File: config.mk
export PLATFORM = sky130hd
export DESIGN_NAME = music_seq_player
export DESIGN_NICKNAME = d
export VERILOG_FILES = /design/src/rtl/music_seq_player.sv
export SDC_FILE = /design/constraint.sdc
export NUM_CORES = 1
export LEC_CHECK = 0
export BUFFER_PORTS_ARGS = -buffer_cell sky130_fd_sc_hd__buf_2
export CAP_MARGIN = 20
export CORE_ASPECT_RATIO = 0.7
export CORE_MARGIN = 1.5
export CORE_UTILIZATION = 55
export CTS_CLUSTER_SIZE = 14
export DETAILED_ROUTE_END_ITERATION = 16
export PLACE_DENSITY = 0.75
export SETUP_SLACK_MARGIN = 0.3
export SKIP_CTS_REPAIR_TIMING = 1
export SLEW_MARGIN = 30
export SYNTH_ARGS = -nofsm -noshare
export SYNTH_HDL_FRONTEND = slang
export SYNTH_SLANG_ARGS = --single-unit
File: constraint.sdc
create_clock -name clk -period 4.05 [get_ports clk]
set_input_delay 0.81 -clock clk [delete_from_list [all_inputs] [get_ports clk]]
set_output_delay 0.81 -clock clk [all_outputs]
set_load 0.02 [all_outputs]
File: src/rtl/music_seq_player.sv
// music_seq_player: ROM-driven multi-track note sequencer and square-wave buzzer driver (optional onset gap: MUSIC_SEQ_NOTE_GAP_EN)
module music_seq_player #(
  parameter int ADDR_W      = 8,
  parameter int TRACK_W     = 2,
  parameter int NOTE_W      = 20,
  parameter int BEAT_CYCLES = 12500000,
  parameter int REST_CODE   = 2500,
  parameter int GAP_CYCLES  = 500000
) (
  input  logic                      clk,
  input  logic                      rst_n,
  input  logic                      start,
  input  logic                      stop,
  input  logic                      pause,
  input  logic                      loop_en,
  input  logic [TRACK_W-1:0]        track_sel,
  output logic [TRACK_W+ADDR_W-1:0] rom_addr,
  input  logic [NOTE_W-1:0]         rom_data,
  output logic                      tone,
  output logic                      playing,
  output logic [ADDR_W-1:0]         cur_step,
  output logic                      done
);
  localparam int BW = $clog2(BEAT_CYCLES + 1);
  typedef enum logic [1:0] {IDLE, FETCH, WAIT, PLAY} state_t;
  state_t state, state_d;
  logic [TRACK_W-1:0] trk;
  logic [ADDR_W-1:0] step;
  logic [NOTE_W-1:0] period, tone_cnt;
  logic [BW-1:0] beat_cnt;
  logic wait_zero, beat_end, eot, restart, gap_mute;
  always_comb begin
    wait_zero = state == WAIT && rom_data == '0;
    beat_end  = state == PLAY && !pause && beat_cnt == BW'(BEAT_CYCLES - 1);
    eot       = wait_zero || (beat_end && &step);
    restart   = eot && loop_en && step != '0;
    state_d   = stop ? IDLE :
                state == IDLE  ? (start ? FETCH : IDLE) :
                state == FETCH ? WAIT :
                state == WAIT  ? (wait_zero ? (restart ? FETCH : IDLE) : PLAY) :
                beat_end ? (eot && !restart ? IDLE : FETCH) : PLAY;
  end
  always_ff @(posedge clk or negedge rst_n)
    if (!rst_n) state <= IDLE;
    else state <= state_d;
  always_ff @(posedge clk or negedge rst_n)
    if (!rst_n) begin
      trk      <= '0;
      step     <= '0;
      period   <= '0;
      beat_cnt <= '0;
      tone_cnt <= '0;
      done     <= 1'b0;
    end else begin
      done <= eot && !restart && !stop;
      if (state == IDLE && start && !stop) begin
        trk  <= track_sel;
        step <= '0;
      end else if (restart && !stop) step <= '0;
      else if (beat_end && !eot && !stop) step <= step + 1'b1;
      if (state == WAIT && !wait_zero) begin
        period   <= rom_data;
        beat_cnt <= '0;
        tone_cnt <= '0;
      end else if (state == PLAY && !pause && !beat_end) begin
        beat_cnt <= beat_cnt + 1'b1;
        tone_cnt <= tone_cnt >= period - 1'b1 ? '0 : tone_cnt + 1'b1;
      end
    end
`ifdef MUSIC_SEQ_NOTE_GAP_EN
  localparam int GAP_LEN = GAP_CYCLES < BEAT_CYCLES ? GAP_CYCLES : BEAT_CYCLES;
  logic [NOTE_W-1:0] prev_period;
  logic gap_on;
  always_ff @(posedge clk or negedge rst_n)
    if (!rst_n) begin
      prev_period <= '0;
      gap_on      <= 1'b0;
    end else if (stop || (state == IDLE && start)) prev_period <= '0;
    else if (state == WAIT && !wait_zero) begin
      prev_period <= rom_data;
      gap_on      <= rom_data != prev_period;
    end
  assign gap_mute = gap_on && beat_cnt < BW'(GAP_LEN);
`else
  logic unused_gap;
  assign unused_gap = |GAP_CYCLES;
  assign gap_mute   = 1'b0;
`endif
  assign tone = state == PLAY && !pause && !gap_mute && period != NOTE_W'(REST_CODE) &&
                period > NOTE_W'(1) && tone_cnt < (period >> 1);
  assign playing  = state != IDLE;
  assign rom_addr = {trk, step};
  assign cur_step = step;
endmodule
# Word level (Yosys, flattened, before mapping)
# Cells that the tools add are included.
# Widths: inputs -> output; s select.
# totals
register_bits	77
elab_cells	68
inputBits	28
out_inout_bits	21
# classes
order_cmp	3
muxes	17
n_eq_ne	5
n_reduce_logical	32
addsub	4
# op_table
op	count
$mux 20	3
$mux 24	2
$add 24x1->24 const B	1
$eq 24x24->1 const B	1
$mux 8	3
$add 20x1->20 const B	1
$ge 20x20->1	1
$gt 20x1->1 const B	1
$logic_not 20->1	1
$lt 20x19->1	1
$ne 20x12->1 const B	1
$sub 20x1->20 const B	1
$logic_and 1x1->1	18
$mux 2	6
$add 8x1->8 const B	1
$reduce_and 8->1	1
$reduce_bool 8->1	1
$logic_not 1->1	6
$eq 2x2->1 const B	2
$reduce_bool 2->1	2
$mux 1	3
$reduce_bool 3->1	1
$eq 2x1->1 const B	1
$logic_not 2->1	1
$logic_or 1x1->1	1

# Logic depth before layout (Yosys ltp)
# logic_depth
word_depth	15
ltp_mapped	15
depth_no_buf	13

# Least setup slack after synthesis
# OpenSTA, ideal clock, no wires.
# synth_timing
path_kind	reg-to-reg
from	register period[4]
to	register tone_cnt[18]
path_buffers	2
arrival_ps	3276
period_less_slack_ps	3358
setup_ps	82
path_stages_with_launch	16
required_ps	3968
slack_ps	692
path_cell_list	dfrtp_1 > nor3_1 > nand4_1 > nor4_1 > nand2_1 > nor4_1 > xnor2_1 > ha_1 > nand4_1 > a21oi_1 > o31ai_2 > nor2b_1 > buf_2 > buf_2 > nand3_1 > a31oi_1
# synth_via
elab_chain_cells	5
# synth_lines
element	line_no	rtl
from (decl)	29	logic [NOTE_W-1:0] period, tone_cnt;
from (signal assigned)	62	period <= rom_data;
$sub 20x1->20	67	tone_cnt <= tone_cnt >= period - 1'b1 ? '0 : tone_cnt + 1'b1;
$ge 20x20->1	67	
$mux 20	67	
$mux 20	65	end else if (state == PLAY && !pause && !beat_end) begin
$mux 20	61	if (state == WAIT && !wait_zero) begin
to (signal assigned)	67	
to (decl)	29	
# No other way between the ends. The select of a mux whose other input is x is not followed.
# A chain may end at the register's enable or synchronous reset.

# Final worst setup path
# layout_timing
from	register period[0]
to	register tone_cnt[17]
# Same word-level chain as after synthesis.

==> impl_metrics.env <==
export IMPL_swShare_pct=42.31
export IMPL_estimated_wirelength_of_the_detail_placed_design_mm=9.645
export IMPL_combPwrFrac_pct=40.8
export IMPL_postSynthNetCount=689
export IMPL_cts_sinks=77
export IMPL_clkTransAtPathRegs_ns=0.06
export IMPL_yosysMostFrequentCell="dfrtp_1"
export IMPL_worst_clock_skew_ns=0.006126
export IMPL_result_of_the_run="complete, no violations"
export IMPL_drt_iter0_markers=500
export IMPL_synth_edff_count=0
export IMPL_grt_pass1_wl_mm=22.36
export IMPL_tns_ns=0
export IMPL_gp_congestion=0.9353
export IMPL_portion_of_total_power_attributed_to_sequential_cells_pct=35.2
export IMPL_p_per_area_mw_per_mm2=572.4
export IMPL_initial_utilization_pct=56.30
export IMPL_vdd_ir_drop_max_mv=0.2406
export IMPL_cts_root_buf="clkbuf_16"
export IMPL_first_global_vias=4698
export IMPL_synth_avg_cell_area_um2=8.783
export IMPL_core_area_mm2=0.009609
export IMPL_synth_top_cells_by_area="dfrtp_1 36%, ha_1 10%, xnor2_1 7.0%, nand2_1 4.6%, nor2_1 4.2%"
export IMPL_num_vias=4906
export IMPL_pin_count_of_the_biggest_net_entering_global_routing=78
export IMPL_max_slew_worst_pin_slew_ns=0.8950
export IMPL_buffer_ports_inserted=48
export IMPL_post_route_worst_setup_slack_ns=0.5595
export IMPL_clkPwrFrac_pct=24.0
export IMPL_avgRoutedWirePerCell_um=17.23
export IMPL_final_layout_size_suffix_gt1_share_pct=16.94
export IMPL_cts_root_to_sink_buffers=2
export IMPL_ctsHtreeMaxLevel=3
export IMPL_netlist_area_mm2=0.005410
export IMPL_filler_cell_count=790
export IMPL_yosys_area_top_type="dfrtp_1"
export IMPL_fmax_ghz=0.2865
export IMPL_drt_met1_wl_mm=6.420
export IMPL_layout_nets=729
export IMPL_wl_met2_mm=5.933
export IMPL_critPathCaptureType="flip-flop"
export IMPL_synth_ff_type="dfrtp_1"
export IMPL_die_h_um=85.98
export IMPL_grt_setup_unrepaired="no"
export IMPL_antenna_found_initial=0
export IMPL_synth_cells_most_frequent="77 x dfrtp_1, 67 x nand2_1, 60 x nor2_1"
export IMPL_cap_viol_max_count=0
export IMPL_antenna_cells=0
export IMPL_power_net_switching_mw=1.473
export IMPL_clk_insertion_delay_late_ns=0.35
export IMPL_required_ns=4.24
export IMPL_die_x_um=121.5
export IMPL_track_usage_pct=27.04
export IMPL_gr_total_overflow=0
export IMPL_ff2ff_setup_slack_ns=0.56
export IMPL_post_synth_inst_count=616
export IMPL_finalCritPeriodShare_pct=86.18
export IMPL_critPathLaunchType="flip-flop"
export IMPL_firstDrtPassIters=5
export IMPL_cts_buffers=9
export IMPL_route_final_wire_length_mm=13.59
export IMPL_worst_endpoint_arrival_ns=3.68
export IMPL_slew_headroom_pct=40.18
export IMPL_route_antenna_remaining_nets=0
export IMPL_critPathMaxFanout=17
export IMPL_critPathKind="reg2reg"
export IMPL_netlist_cell_type_count=65
export IMPL_regToRegStartpoint="period[0]"
export IMPL_row_count=30
export IMPL_dr_wl_met3_mm=1.082
export IMPL_tritoncts="done"
export IMPL_synth_top_area_share_pct=35.62
export IMPL_hold_class="in2async"
export IMPL_area_growth_pct=12.44
export IMPL_leakage_nw=2.581
export IMPL_totalPowerFinal_mw=3.482
export IMPL_pin_count=49
export IMPL_finalCriticalPeriod_ns=3.490
export IMPL_dr_max_layer_used="met4"
export IMPL_yosysWarningCount=0
export IMPL_detail_route_drc_violations=0
export IMPL_synth_yosys_seq_area_share_pct=35.62
export IMPL_dieArea_mm2=0.01045
export IMPL_slew_violations=0
export IMPL_cell_internal_power_mw=2.009
export IMPL_final_hold_violation_count=0
export IMPL_setup_violations=0
export IMPL_timing_critical_path_from="period[0]"
export IMPL_place_worst_setup_slack_ns=0.3970
export IMPL_routed_via_density=6.218
export IMPL_ys_async_sr_fraction_pct=100.0
export IMPL_synth_seq_cells=77
[cells by family after synthesis]
family | synth area share [%]
compound gates | 10.85
xor+xnor | 7.447
fa+ha+maj | 10.41
buf+inv | 5.620
flops | 35.62
mux | 0.7863
simple gates | 29.28
[power groups by stage]
stage | registers (mW) | clock network, mW | logic (mW)
2_1_floorplan | 1.11 | 0 | 1.01
3_3_place_gp | 1.21 | 0 | 1.23
3_5_place_dp | 1.22 | 0 | 1.35
4_1_cts | 1.21 | 0.835 | 1.37
5_1_grt | 1.25 | 0.868 | 1.59
6_report | 1.22 | 0.835 | 1.42
[final cells by class]
class	instances	area [um2]	share of cell area, %
Timing Repair Buffer	60	344.1	5.656
Multi-Input combinational cell	472	3218	52.90
Inverter	36	135.1	2.221
Clock buffer	10	229.0	3.764
Clock inverter	6	70.07	1.152
Tap cell	128	160.2	2.633
Sequential cell	77	1927	31.67
[registers in the layout, indices dropped and copies added (netlist names)]
name / cells
beat_cnt: 24
cur_step: 8
done: 1
period: 20
state: 2
tone_cnt: 20
trk: 2
[cells in the final DEF (no fill, tap or decap), types with 3 or more instances in the layout]
cell type	instances
dfrtp_1	77
nand2_1	67
nor2_1	60
buf_2	47
ha_1	45
xnor2_1	43
inv_1	36
nand3_1	36
nand4_1	31
o21ai_0	28
nor3_1	22
a31oi_1	19
a21oi_1	15
nor4_1	13
buf_4	10
clkbuf_16	9
and3_1	7
nand4b_1	7
nor4_2	6
or3_1	5
nor3_2	4
nor2b_1	3
o2111ai_1	3
xor2_1	3
clkinvlp_4	3
buf_6	3
[critical path, stage by stage (launching register included)]
cell	delay, ns
dfrtp_1	0.42
inv_1	0.19
ha_1	0.30
nor2b_1	0.25
nand2_1	0.17
nor3_1	0.20
xnor2_1	0.12
ha_1	0.30
nand4_1	0.17
nor3_4	0.26
nor4b_4	0.28
a221oi_4	0.11
buf_6	0.19
buf_6	0.16
o2111ai_1	0.11
a31oi_1	0.11
[metal layers]
metal,global-route usage (%),vias to the layer above
met5,0,-
met4,7.380,0
met3,6.649,16
met2,41.14,209
met1,38.47,2378
li1,-,2303
[path summary, 6_finish.rpt]
kind	to	cells after the start
max	tone_cnt[17]	15
min	cur_step[6]	1
max reg2reg	tone_cnt[17]	15
min reg2reg	trk[0]	1
max in group asynchronous	beat_cnt[22]	1
min in group clk	trk[0]	1
[stage by stage]
stage | hold slack (ns) | util [%] | std cells | cell area [um2]
4_1_cts | 0.5229 | 62.98 | 788 | 6052
3_5_place_dp | 0.5085 | 59.87 | 772 | 5753
2_1_floorplan | 0.5023 | - | 616 | 5410
3_3_place_gp | 0.4835 | 59.64 | 770 | 5731
5_1_grt | 0.5303 | 63.31 | 789 | 6083
6_report | 0.4729 | 63.31 | 789 | 6083
Power figures use the tool's default switching activity.
